### src/rtl/sm_mult_seq.sv
// sm_mult_seq: sequential shift-add multiplier for sign-magnitude operands.
// Feeds 21-bit (at MAG_W=10) sign-magnitude products to the neuron accumulation adders.
// One multiply in flight; valid/ready handshake on both sides.
//
// Ports:
//   clk        system clock, all state updates on rising edge
//   rst        synchronous active-high reset, aborts any multiply in progress
//   in_valid   operand pair valid
//   in_ready   block can accept an operand pair (high only in idle)
//   a, b       operands, bit MAG_W = sign, bits MAG_W-1:0 = magnitude
//   out_valid  product valid, held until out_ready
//   out_ready  downstream accepts the product
//   out        product, bit 2*MAG_W = sign, lower bits = magnitude
//
// Optional build macro SM_MULT_EARLY_TERM_EN: leave the busy phase as soon as
// no multiplier bits remain, so latency depends on the highest set bit of |b|.

module sm_mult_seq #(
   parameter int unsigned MAG_W = 10
) (
   input  logic               clk,
   input  logic               rst,
   input  logic               in_valid,
   output logic               in_ready,
   input  logic [MAG_W:0]     a,
   input  logic [MAG_W:0]     b,
   output logic               out_valid,
   input  logic               out_ready,
   output logic [2*MAG_W:0]   out
);

   localparam int unsigned PROD_W = 2 * MAG_W;
   localparam int unsigned STEP_W = $clog2(MAG_W + 1);

   typedef enum logic [1:0] {StIdle, StBusy, StDone} state_e;

   state_e              state_q, state_d;
   logic [PROD_W-1:0]   mcand_q, mcand_d;
   logic [PROD_W-1:0]   acc_q, acc_d;
   logic [MAG_W-1:0]    mplier_q, mplier_d;
   logic                sign_q, sign_d;
   logic [STEP_W-1:0]   step_q, step_d;
   logic [PROD_W:0]     out_q, out_d;
   logic                last_step;

   // Final busy cycle: all MAG_W multiplier bits consumed, or (early-term
   // build) nothing left in the multiplier after this cycle's shift.
   always_comb begin
`ifdef SM_MULT_EARLY_TERM_EN
      last_step = (step_q == STEP_W'(MAG_W - 1)) || ((mplier_q >> 1) == '0);
`else
      last_step = (step_q == STEP_W'(MAG_W - 1));
`endif
   end

   // State register and datapath registers
   always_ff @(posedge clk) begin
      if (rst) begin
         state_q  <= StIdle;
         mcand_q  <= '0;
         acc_q    <= '0;
         mplier_q <= '0;
         sign_q   <= 1'b0;
         step_q   <= '0;
         out_q    <= '0;
      end else begin
         state_q  <= state_d;
         mcand_q  <= mcand_d;
         acc_q    <= acc_d;
         mplier_q <= mplier_d;
         sign_q   <= sign_d;
         step_q   <= step_d;
         out_q    <= out_d;
      end
   end

   // Next-state logic
   always_comb begin
      state_d = state_q;
      unique case (state_q)
         StIdle:  if (in_valid)  state_d = StBusy;
         StBusy:  if (last_step) state_d = StDone;
         StDone:  if (out_ready) state_d = StIdle;
         default: state_d = StIdle;
      endcase
   end

   // Datapath next-state
   always_comb begin
      mcand_d  = mcand_q;
      acc_d    = acc_q;
      mplier_d = mplier_q;
      sign_d   = sign_q;
      step_d   = step_q;
      out_d    = out_q;
      case (state_q)
         StIdle: begin
            if (in_valid) begin
               mcand_d  = PROD_W'(a[MAG_W-1:0]);
               mplier_d = b[MAG_W-1:0];
               sign_d   = a[MAG_W] ^ b[MAG_W];
               acc_d    = '0;
               step_d   = '0;
            end
         end
         StBusy: begin
            if (mplier_q[0]) acc_d = acc_q + mcand_q;
            mcand_d  = mcand_q << 1;
            mplier_d = mplier_q >> 1;
            step_d   = step_q + 1'b1;
            // Capture the product on the last step; a zero magnitude is forced
            // positive so negative zero never reaches the adders.
            if (last_step) out_d = {(acc_d != '0) & sign_q, acc_d};
         end
         default: ;
      endcase
   end

   // Outputs
   always_comb begin
      in_ready  = (state_q == StIdle);
      out_valid = (state_q == StDone);
      out       = out_q;
   end

endmodule

### config.mk
export PLATFORM = sky130hd
export DESIGN_NAME = sm_mult_seq
export DESIGN_NICKNAME = d
export VERILOG_FILES = /design/src/rtl/sm_mult_seq.sv
export SDC_FILE = /design/constraint.sdc
export NUM_CORES = 1
export LEC_CHECK = 0
export CAP_MARGIN = 20
export CORE_UTILIZATION = 45
export DETAILED_ROUTE_END_ITERATION = 8
export HOLD_SLACK_MARGIN = 0.03
export PLACE_DENSITY = 0.66
export SETUP_SLACK_MARGIN = 0.5
export SLEW_MARGIN = 5
export SYNTH_ARGS = -nofsm -noshare
export SYNTH_HDL_FRONTEND = slang
export SYNTH_SLANG_ARGS = --single-unit
export TNS_END_PERCENT = 30
### constraint.sdc
create_clock -name clk -period 4.3 [get_ports clk]
set_input_delay 1.29 -clock clk [delete_from_list [all_inputs] [get_ports clk]]
set_output_delay 1.29 -clock clk [all_outputs]
set_load 0.005 [all_outputs]
==> results.toml, run 1 <==
[outcome]
status = "completed"

[floorplanning]
die_h_um = 99.8
rows = 35
start_util_pct = 46.6
die_area_um2 = 9970
die_w_um = 99.8
fp.coreArea_um2 = 9240
pin_count = 49

[clock_tree]
cts_tree = "built"
clkSinkCount = 78
ctsResizeCount = 0
cts-root-buf = "clkbuf_8"
h-tree-depth = 3
clkSlewWorstSetupHoldPaths_ps = 90
clk-insertion-delay-late_ps = 360
cts_buffers = 9
ctsHoldBuffers = 0
clock_path_buffers = 2
postCtsSetupBuffers = 0

[worst_setup_path]
cp.arrival_ps = 3360
path_max_fanout = 3
reg2reg_from = "mcand_q[0]$_SDFFE_PP0P_"
critPathKind = "register to register"
cp-end-kind = "register"
critPathRequiredTime_ps = 4550
cp-startpoint = "mcand_q[0]$_SDFFE_PP0P_"
r2r_slack_ps = 1190
worst_r2r_endpoint = "out[20]$_SDFFE_PP0P_"
endpoint = "out[20]$_SDFFE_PP0P_"
startpoint_type = "register"
reg2reg_depth = 10

[finish]
diodes = 0
n_fill_cell = 907
syn2layout_area_growth_pct = 16.3
finalNonFillerCells = 708
final_layout_size_suffix_gt1_share_pct = 6.91
fin_nets = 623

[route]
drc_errors = 0
vias = 4009
avgViaCountPerCell = 5.66
wl_per_cell_um = 15.6
drtPass1Iterations = 5
first_iter_violations = 271
ant_nets = 0
drt_wl_total_mm = 11.1

[sta]
rsz0062_at_grt = "false"
layout_min_cycle_time_ps = 3110
fmax_ghz = 0.321
finalSetupViolCount = 0
tightestPinTransition_ps = 983
clock_skew_ps = 12.0
period_share_pct = 72.3
finalSetupTns_ps = 0
slew_headroom_pct = 34.5
final_max_slew_viol_count = 0
hold_violations = 0

[global_routing]
antenna_found_initial = 0
first_global_vias = 3725
grt_max_degree = 54
grt_overflow = 0
grt_use_total_pct = 23.0
grt_pass1_wl_mm = 18.1

[yosys]
syn_avg_cell_area_um2 = 7.87
synth.cell_area_um2 = 4310
synth-edff-count = 0
ys_ff_latch = 78
synth_common_cells = "nor2_1 (112), dfxtp_1 (78), a21oi_1 (50)"
synth_cells = 547
synth_fp_nets = 595
synth_area_leaders = "dfxtp_1 (36%), nor2_1 (9.8%), ha_1 (6.1%)"
async_flop_share_pct = 0
ys.flop_type = "dfxtp_1"
yosysMostFrequentCell = "nor2_1"
synth_top_area_share_pct = 36.3
synth_warnings = 0
synthDistinctLibCells = 61
synth-seq-area-share_pct = 36.3
yosysTopAreaCell = "dfxtp_1"

[place]
io_buffers = 48
placed_cells = 692
dp_hpwl_mm = 7.74
place.gp.congestion = 0.881

[power]
p_per_area_nw_per_um2 = 287
p_comb_share_pct = 13.9
clockPowerShare_pct = 33.3
p_sw_share_pct = 28.7
p_sw_uw = 413
seqPwrFrac_pct = 52.8
power_leakage_nw = 1.90
power.internal_mw = 1.03
peakVddDrop_uv = 142

[flow_run]
max_cap_viol_count = 0

[min_path]
hold_class = "register to register"
cell families (layout without fill, tap and decap cells):
| family | after synthesis | in the layout | synth area share, % |
|---|---|---|---|
| buffers and inverters | 43 | 75 | 4.24 |
| muxes | 12 | 12 | 2.88 |
| and+or+nand+nor | 233 | 233 | 24.0 |
| AOI/OAI and AO/OA | 146 | 146 | 23.4 |
| DFF | 78 | 78 | 36.3 |
| xor gates and xnor gates | 13 | 13 | 2.64 |
| adders and majority gates | 22 | 22 | 6.57 |
worst min-delay path by stage:
| stage | start | end | slack [ps] | cells after the start |
|---|---|---|---|---|
| 2_1_floorplan | mplier_q[9]$_SDFFE_PP0P_ | mplier_q[9]$_SDFFE_PP0P_ | 450 | 2 |
| 3_3_place_gp | out[2]$_SDFFE_PP0P_ | out[2]$_SDFFE_PP0P_ | 440 | 2 |
| 3_5_place_dp | out[17]$_SDFFE_PP0P_ | out[17]$_SDFFE_PP0P_ | 450 | 2 |
| 4_1_cts | out[17]$_SDFFE_PP0P_ | out[17]$_SDFFE_PP0P_ | 460 | 2 |
| 5_1_grt | out[17]$_SDFFE_PP0P_ | out[17]$_SDFFE_PP0P_ | 470 | 2 |
| 6_report | out[17]$_SDFFE_PP0P_ | out[17]$_SDFFE_PP0P_ | 460 | 2 |
layer usage:
layer	share of wire, %	vias up	GRT usage, %	routed length (µm)
met5	0	-	0	0
met2	44	111	36.0	4850
met3	6.0	12	3.97	669
li1	-	2023	-	-
met1	49	1863	32.0	5430
met4	1.1	0	8.26	124
through the flow:
| step | utilization (%) | setup WS [ps] | instance area, µm² | power (mW) | hold slack [ps] |
|---|---|---|---|---|---|
| final | 54.2 | 1190 | 5010 | 1.44 | 462 |
| after global routing | 54.2 | 1030 | 5010 | 1.51 | 475 |
| after CTS | 54.0 | 1200 | 4990 | 1.45 | 463 |
| after detailed placement | 52.2 | 1200 | 4830 | 0.971 | 451 |
| after global placement | 52.2 | 1260 | 4830 | 0.969 | 444 |
| after floorplan | - | 1380 | 4310 | 0.912 | 448 |
final cells by class:
type | count | area [µm²] | share of cell area (%)
Clock buffer | 9 | 124 | 2.47
Clock inverter | 6 | 38.8 | 0.774
Inverter | 6 | 22.5 | 0.450
Multi-Input combinational cell | 426 | 2570 | 51.3
Sequential cell | 78 | 1560 | 31.2
Tap cell | 129 | 161 | 3.22
Timing Repair Buffer | 54 | 533 | 10.6
flip-flops by register name, indices dropped and copies added, names as in the netlist:
name and cells:
sign_q 1, step_q 4, mplier_q 10, mcand_q 20, state_q 2, acc_q 20
out 21
cells in the final DEF, fill, tap and decap left out, types with 3 or more instances in the layout:
master           count
nand4_1              4
o211ai_1             5
nor2_1             112
mux2i_1              9
a211oi_1            18
clkdlybuf4s50_1     47
a21o_1               5
and2_1               4
nand2_1             41
o211a_1              3
and3_1               3
mux2_2               3
xnor2_1              9
nor2b_1              5
o31a_1               3
inv_1                6
buf_4                5
ha_1                21
nor3_1              14
clkbuf_8             9
a22oi_1              7
a31oi_1              8
nand3_1             25
nor4_1              12
a21oi_1             50
o21ai_0             13
or3_1                3
o21a_1               4
xor2_1               4
dfxtp_1             78
a32oi_1              3
a211o_1              3
nand2b_1             3
clkinv_2             3
critical path, stage by stage, from the launching register on:
cell and delay (ps):
dfxtp_1 350, ha_1 270, fa_1 450, a211oi_2 220, o21a_2 210, a21oi_2 80
o31a_1 270, or3_1 310, a31o_2 280, a2111o_1 340, o31a_1 230
power by group through the flow:
stage	logic, mW	registers, mW	clock network (mW)
2_1_floorplan	0.141	0.771	0
6_report	0.199	0.760	0.479
3_5_place_dp	0.194	0.776	0
3_3_place_gp	0.193	0.776	0
4_1_cts	0.196	0.759	0.490
5_1_grt	0.220	0.763	0.523
No activity file was read; power rests on OpenSTA's default activity.
==> inputs of run 2 (changes only) <==
- clock period: 4.3 -> 3.25 ns (I/O delays scaled with it)
==> results.toml, run 2 (synthesis results as in run 1) <==
[finish]
utilization_pct = 55.9
n_fill_cell = 883
largest_reg_flops = 21
syn2layout_area_growth_pct = 19.8
fin_nets = 636
final_common_cell = "nor2_1"
diodes = 0
stdcell_area_um2 = 5160
final_layout_size_suffix_gt1_share_pct = 10.3
most-common-layout-cells = "nor2_1 (112), dfxtp_1 (75), a21oi_1 (49)"

[power]
power_leakage_nw = 1.97
peakVddDrop_uv = 254
p_per_area_nw_per_um2 = 391

[place]
place_area_um2 = 4930
place.gp.congestion = 0.903
dp_hpwl_mm = 8.20
io_buffers = 48

[worst_setup_path]
path_max_fanout = 4
cp.arrival_ps = 3210
critPathKind = "register to register"
startpoint_type = "register"
cp-end-kind = "register"
critPathRequiredTime_ps = 3520
reg2reg_depth = 10

[clock_tree]
cts_buffers = 9
clk-insertion-delay-late_ps = 370
clock_path_buffers = 2
clkSlewWorstSetupHoldPaths_ps = 90
clkSinkCount = 78
h-tree-depth = 3
cts_tree = "built"
ctsHoldBuffers = 0
cts-root-buf = "clkbuf_8"

[sta]
fmax_ghz = 0.340
clock_skew_ps = 12.5
slew_headroom_pct = 53.1
finalSetupViolCount = 0
finalSetupTns_ps = 0
rsz0062_at_grt = "true"
layout_min_cycle_time_ps = 2940
tightestPinTransition_ps = 702
whs_ps = 459
period_share_pct = 90.5
final_max_slew_viol_count = 0
hold_violations = 0

[route]
first_iter_violations = 190
wl_per_cell_um = 16.1
drc_errors = 0
drtPass1Iterations = 4
avgViaCountPerCell = 5.71
drt_wl_total_mm = 11.6
ant_nets = 0
vias = 4126

[floorplanning]
rows = 35
pin_count = 49
die_w_um = 99.8
start_util_pct = 46.6
fp.coreArea_um2 = 9240
die_h_um = 99.8
die_area_um2 = 9970

[outcome]
status = "completed"

[global_routing]
grt_max_degree = 51
grt_pass1_wl_mm = 19.2
grt_overflow = 0
grt_use_total_pct = 24.7
antenna_found_initial = 0
first_global_vias = 3888

[min_path]
hold_class = "register to register"
hold_depth = 2

[flow_run]
max_cap_viol_count = 0
-- run 2: final timing paths --
| path | from | to | slack [ps] |
|---|---|---|---|
| worst max register to register | acc_q[0]$_SDFFE_PP0P_ | out[20]$_SDFFE_PP0P_ | 310 |
| worst min-delay path | out[2]$_SDFFE_PP0P_ | out[2]$_SDFFE_PP0P_ | 460 |
| worst max-delay path | acc_q[0]$_SDFFE_PP0P_ | out[20]$_SDFFE_PP0P_ | 310 |
| worst min register to register | out[2]$_SDFFE_PP0P_ | out[2]$_SDFFE_PP0P_ | 460 |
-- run 2: timing repair --
item	4_1_cts	5_1_grt
pin swaps	0	3
gates cloned	0	0
setup endpoints to repair	1	5
setup buffers	1	1
resized for setup	2	6
-- run 2: through the flow --
step / instances / total power, mW / worst slack (ps)
after detailed placement: 704 / 1.30 / 303
after floorplan: 547 / 1.21 / 463
after global routing: 722 / 2.10 / 220
after global placement: 704 / 1.30 / 363
final: 722 / 2.02 / 307
after CTS: 721 / 2.03 / 322
-- run 2: routing by layer --
metal	vias up	GRT usage, %	share of wire, %
met1	1925	32.7	47
met3	29	4.74	4.5
met5	-	0	0
met4	0	12.7	2.9
met2	124	38.2	46
li1	2048	-	-
-- run 2: layout make-up --
| class | instances | area (µm²) | share of cell area [%] |
|---|---|---|---|
| multi-input cells | 426 | 2590 | 50.2 |
| clock buffers | 10 | 138 | 2.67 |
| clock inverters | 6 | 52.6 | 1.02 |
| well taps | 129 | 161 | 3.13 |
| repair buffers | 67 | 631 | 12.2 |
| inverters | 6 | 22.5 | 0.436 |
| flip-flops and latches | 78 | 1570 | 30.3 |
-- run 2: critical path, cell delays in order, from the launching register on --
cell,delay [ps]
dfxtp_2,350
ha_4,180
fa_2,380
a211oi_2,250
o21a_2,200
a21oi_2,70
o31a_1,270
or3_1,300
a31o_2,270
a2111o_1,330
o31a_1,230
-- run 2: power breakdown --
part | leakage, nW | internal (mW) | total (mW) | switching (mW)
clock | 0.0918 | 0.312 | 0.732 | 0.420
sequential | 0.635 | 0.983 | 1.01 | 0.0272
combinational | 1.25 | 0.114 | 0.275 | 0.161
total | 1.97 | 1.41 | 2.02 | 0.609
==> RTL change 1, RTL diff (config.mk and constraints of run 2) <==
Change the parameter `MAG_W` from 10 to 20. Comments in the files are not updated.
--- a/src/rtl/sm_mult_seq.sv
+++ b/src/rtl/sm_mult_seq.sv
@@ -17,5 +17,5 @@
 
 module sm_mult_seq #(
-   parameter int unsigned MAG_W = 10
+   parameter int unsigned MAG_W = 20
 ) (
    input  logic               clk,
Interface: changed (resized a, b and out); port bits go from 49 to 89. The function was not compared with the original's and may differ.
==> RTL change 1 against run 2 <==
The run now ends with negative setup slack left; global-route usage increased by 3.6 points; power increased by 120%; sequential cell count increased by 71; synthesized area increased by 98%; sequential power increased by 89%; setup slack got worse by 0.49 ns; core utilization increased by 10 points; final area increased by 130%; routed wire length increased by 140%; count of clock-buffer cells in the layout increased by 7; non-clock buffer count increased by 204; critical endpoint is now out[40]; highest routed layer unchanged.
==> RTL change 1: results <==
[global_routing]
grt_max_degree = 127
grt.met2_usage_pct = 45.73
grt_pass1_wl_um = 43930
grt_usage_pct = 28.31
met3_usage_pct = 4.990
grtUsageMet1_pct = 37.12
grt_pass1_vias = 8644

[route]
dr.pass1.iters = 5
vias = 9217
first_iter_violations = 773

[synth]
synth_cell_types = 73
ys_top_cells_by_count = nor2_1 (182), dfxtp_1 (149), nand2_1 (119)
yosysSeqAreaShare_pct = 35.06
async_reset_ff_share_pct = 0
synth_top_cells_by_area = dfxtp_1 (35%), nor2_1 (8.0%), a21oi_1 (6.2%), ha_1 (5.9%), nand2_1 (5.3%)

[clock_network]
clk_pin_slew_worst_paths_ns = 0.07
ctsHtreeMaxLevel = 4
cts_buffer_depth = 2
cts_buffers = 17
insertion_delay_ns = 0.44

[setup_path]
slowest_stage = or4b_4
crit_fanout = 5
critPathMaxStageDelay_ns = 0.56
regToRegStartpoint = mcand_q[0]
startpoint = mcand_q[0]
cp.arrival_ns = 3.77
r2r-end = out[40]

[layout]
nets = 1429
drive_above_1_share_pct = 24.80
largest_reg_flops = 41

[placed_design]
postPlaceCellArea_um2 = 10810
portBuffers = 88
gp_congestion = 0.9265
dp_hpwl_um = 19000

[timing]
fin_ws_ns = -0.1826
setup_viol = 2
worst_pin_slew_ns = 0.7054

[power]
vdd_ir_drop_max_mv = 0.4006
leakage_nw = 4.712

[hold_path]
hold_depth = 2

[outcome]
violations = negative setup slack
outcome = finished with violations
[RTL change 1: power breakdown]
| part | internal [W] | switching [W] |
|---|---|---|
| Clock | 0.00111 | 0.000933 |
| Sequential | 0.00187 | 0.0000340 |
| Combinational | 0.000241 | 0.000323 |
[RTL change 1: metal layers]
layer	vias to the layer above	part of all wire, %
met5	-	0
met4	0	2.8
met3	61	5.2
met2	289	46
met1	4331	46
li1	4536	-
[RTL change 1: final cells by class]
class,count,area [um2]
fillers,1595,6235
flip-flops and latches,149,2993
inverters,14,52.55
repair buffers,271,2332
clock inverters,15,186.4
clock buffers,17,425.4
multi-input cells,889,5759
well taps,229,286.5
[RTL change 1: worst min path at each step]
stage / startpoint / to / slack, ns
final: out[32] / out[32] / 0.45
after global routing: mplier_q[19] / mplier_q[19] / 0.50
after CTS: out[32] / out[32] / 0.45
after floorplan: mplier_q[19] / mplier_q[19] / 0.44
after detailed placement: out[32] / out[32] / 0.45
after global placement: out[32] / out[32] / 0.44
[RTL change 1: kinds of logic (layout without fill, tap and decap cells)]
group	Yosys count	in the layout	synth area share [%]
compound gates	334	334	25.22
flops	149	149	35.06
buf+inv	97	317	4.295
xor+xnor	15	15	1.544
mux	13	13	1.588
fa+ha+maj	41	41	6.119
simple gates	486	486	26.17
[RTL change 1: what timing repair did]
item,CTS,global route
gates resized for setup,71,39
buffers inserted,8,6
pin swaps,52,37
setup endpoints to repair,28,35
[RTL change 1: stage by stage]
stage	worst slack, ns	std cells	hold WS, ns	TNS, ns
after detailed placement	-0.3241	1538	0.4475	-0.3241
after global placement	-0.4027	1538	0.4412	-0.4027
after global routing	-0.3252	1584	0.4954	-0.6128
after CTS	-0.07978	1578	0.4543	-0.07978
final	-0.1826	1584	0.4499	-0.2016
after floorplan	0.1422	1135	0.4448	0
==> RTL change 2, RTL diff (config.mk and constraints of run 2) <==
Made on the original files. Encoding of `state_e`: now one-hot (3 bits for 3 states).
--- a/src/rtl/sm_mult_seq.sv
+++ b/src/rtl/sm_mult_seq.sv
@@ -33,5 +33,5 @@
    localparam int unsigned STEP_W = $clog2(MAG_W + 1);
 
-   typedef enum logic [1:0] {StIdle, StBusy, StDone} state_e;
+   typedef enum logic [2:0] {StIdle = 3'b001, StBusy = 3'b010, StDone = 3'b100} state_e;
 
    state_e              state_q, state_d;
Behaviour: no difference found for any inputs over 10 cycles, from zero or initial values and one cycle with rst high; not proved beyond that.
==> RTL change 2 against run 2 <==
Worst hold slack better by 0.0032 ns; critical path depth is 1 higher; synthesized area is 2.8% higher; sequential cell count is 1 higher; power is 4.9% higher; final area is 5.1% higher; cell count is 4.3% higher; routed wire length is 4.0% higher; setup slack worse by 0.17 ns; via count is 4.3% higher; die area is 2.7% higher; critical endpoint unchanged; largest power group unchanged.
==> RTL change 2: results <==
[route]
dr.pass1.iters = 5
wl_per_cell_um = 16.05
routedLengthMet1_um = 5696
first_iter_violations = 203
viasPerCell = 5.713
wl_met3_um = 570
route.met2.wl_um = 5641
wl_um = 12090

[setup_path]
ff2ff_path_depth = 11
reg2reg_slack_ns = 0.14
critical-path-top-delay-family = compound AO/OA/AOI/OAI gates
cp.arrival_ns = 3.37
slowest_stage = or4_4
critPathMaxStageDelay_ns = 0.49

[power]
vdd_ir_drop_max_mv = 0.2782
leakage_nw = 2.063
internal_power_w = 0.001443
powerClk_w = 0.000695
comb_power_w = 0.000380
clkPwrFrac_pct = 32.8

[global_routing]
met3_usage_pct = 4.693
grt_pass1_wl_um = 20520
grt_pass1_vias = 4142
grtUsageMet1_pct = 34.75
grt_usage_pct = 25.67
grt.met2_usage_pct = 41.86
grt_max_degree = 44

[clock_network]
cts_buffer_depth = 2
root_buffer = clkbuf_8
post_cts_buffers = 15
insertion_delay_ns = 0.37
cts_resized = 4
cts_buffers = 9

[placed_design]
postPlaceCellArea_um2 = 5086
placedCellCount = 721
dp_slack_ns = 0.04007
dp_hpwl_um = 8373
gp_congestion = 0.8960

[outcome]
outcome = complete, no violations

[timing]
hold_slack_ns = 0.4619
worst_pin_slew_ns = 0.7388
fmaxAchievable_mhz = 321.3
fin_skew_ns = 0.01263

[hold_path]
whs_endpoint = mplier_q[1]
hold_depth = 2
hold_start = mplier_q[1]
hp-class = reg -> reg

[synth]
ys_top_cells_by_count = nor2_1 (93), dfxtp_1 (79), a21oi_1 (57)
syn_nets = 612
postSynthCellCount = 564
synth_cell_types = 62
yosysSeqAreaShare_pct = 35.73
synth_top_cells_by_area = dfxtp_1 (36%), nor2_1 (7.9%), a21oi_1 (6.4%), ha_1 (5.9%), nand2_1 (4.7%)

[layout]
nets = 667
drive_above_1_share_pct = 11.38
fillCellCount = 900
## RTL change 2: cell types whose count changed after synthesis, sizes merged, moves of 7 or more
cell   delta
a21oi     +7
a22oi    +10
nand2    +15
nor2     -19
## RTL change 2: kinds of logic after synthesis
| kind of cell | after synthesis | synth area share, % |
|---|---|---|
| AO/OA/AOI/OAI | 163 | 25.33 |
| buffers and inverters | 49 | 4.438 |
| AND/OR/NAND/NOR | 227 | 23.01 |
| adder cells (fa/ha/maj) | 22 | 6.388 |
| multiplexers | 12 | 2.742 |
| flip-flops | 79 | 35.73 |
| XOR/XNOR | 12 | 2.374 |
## RTL change 2: cell type report
| cell class | count | area [um2] | share of cell area (%) |
|---|---|---|---|
| tap | 129 | 161.4 | 2.976 |
| sequential | 79 | 1587 | 29.25 |
| inverter | 10 | 37.54 | 0.6920 |
| timing repair buffer | 83 | 742.0 | 13.68 |
| clock buffer | 10 | 127.6 | 2.353 |
| multi-input combinational | 436 | 2715 | 50.06 |
| clock inverter | 6 | 53.80 | 0.9919 |
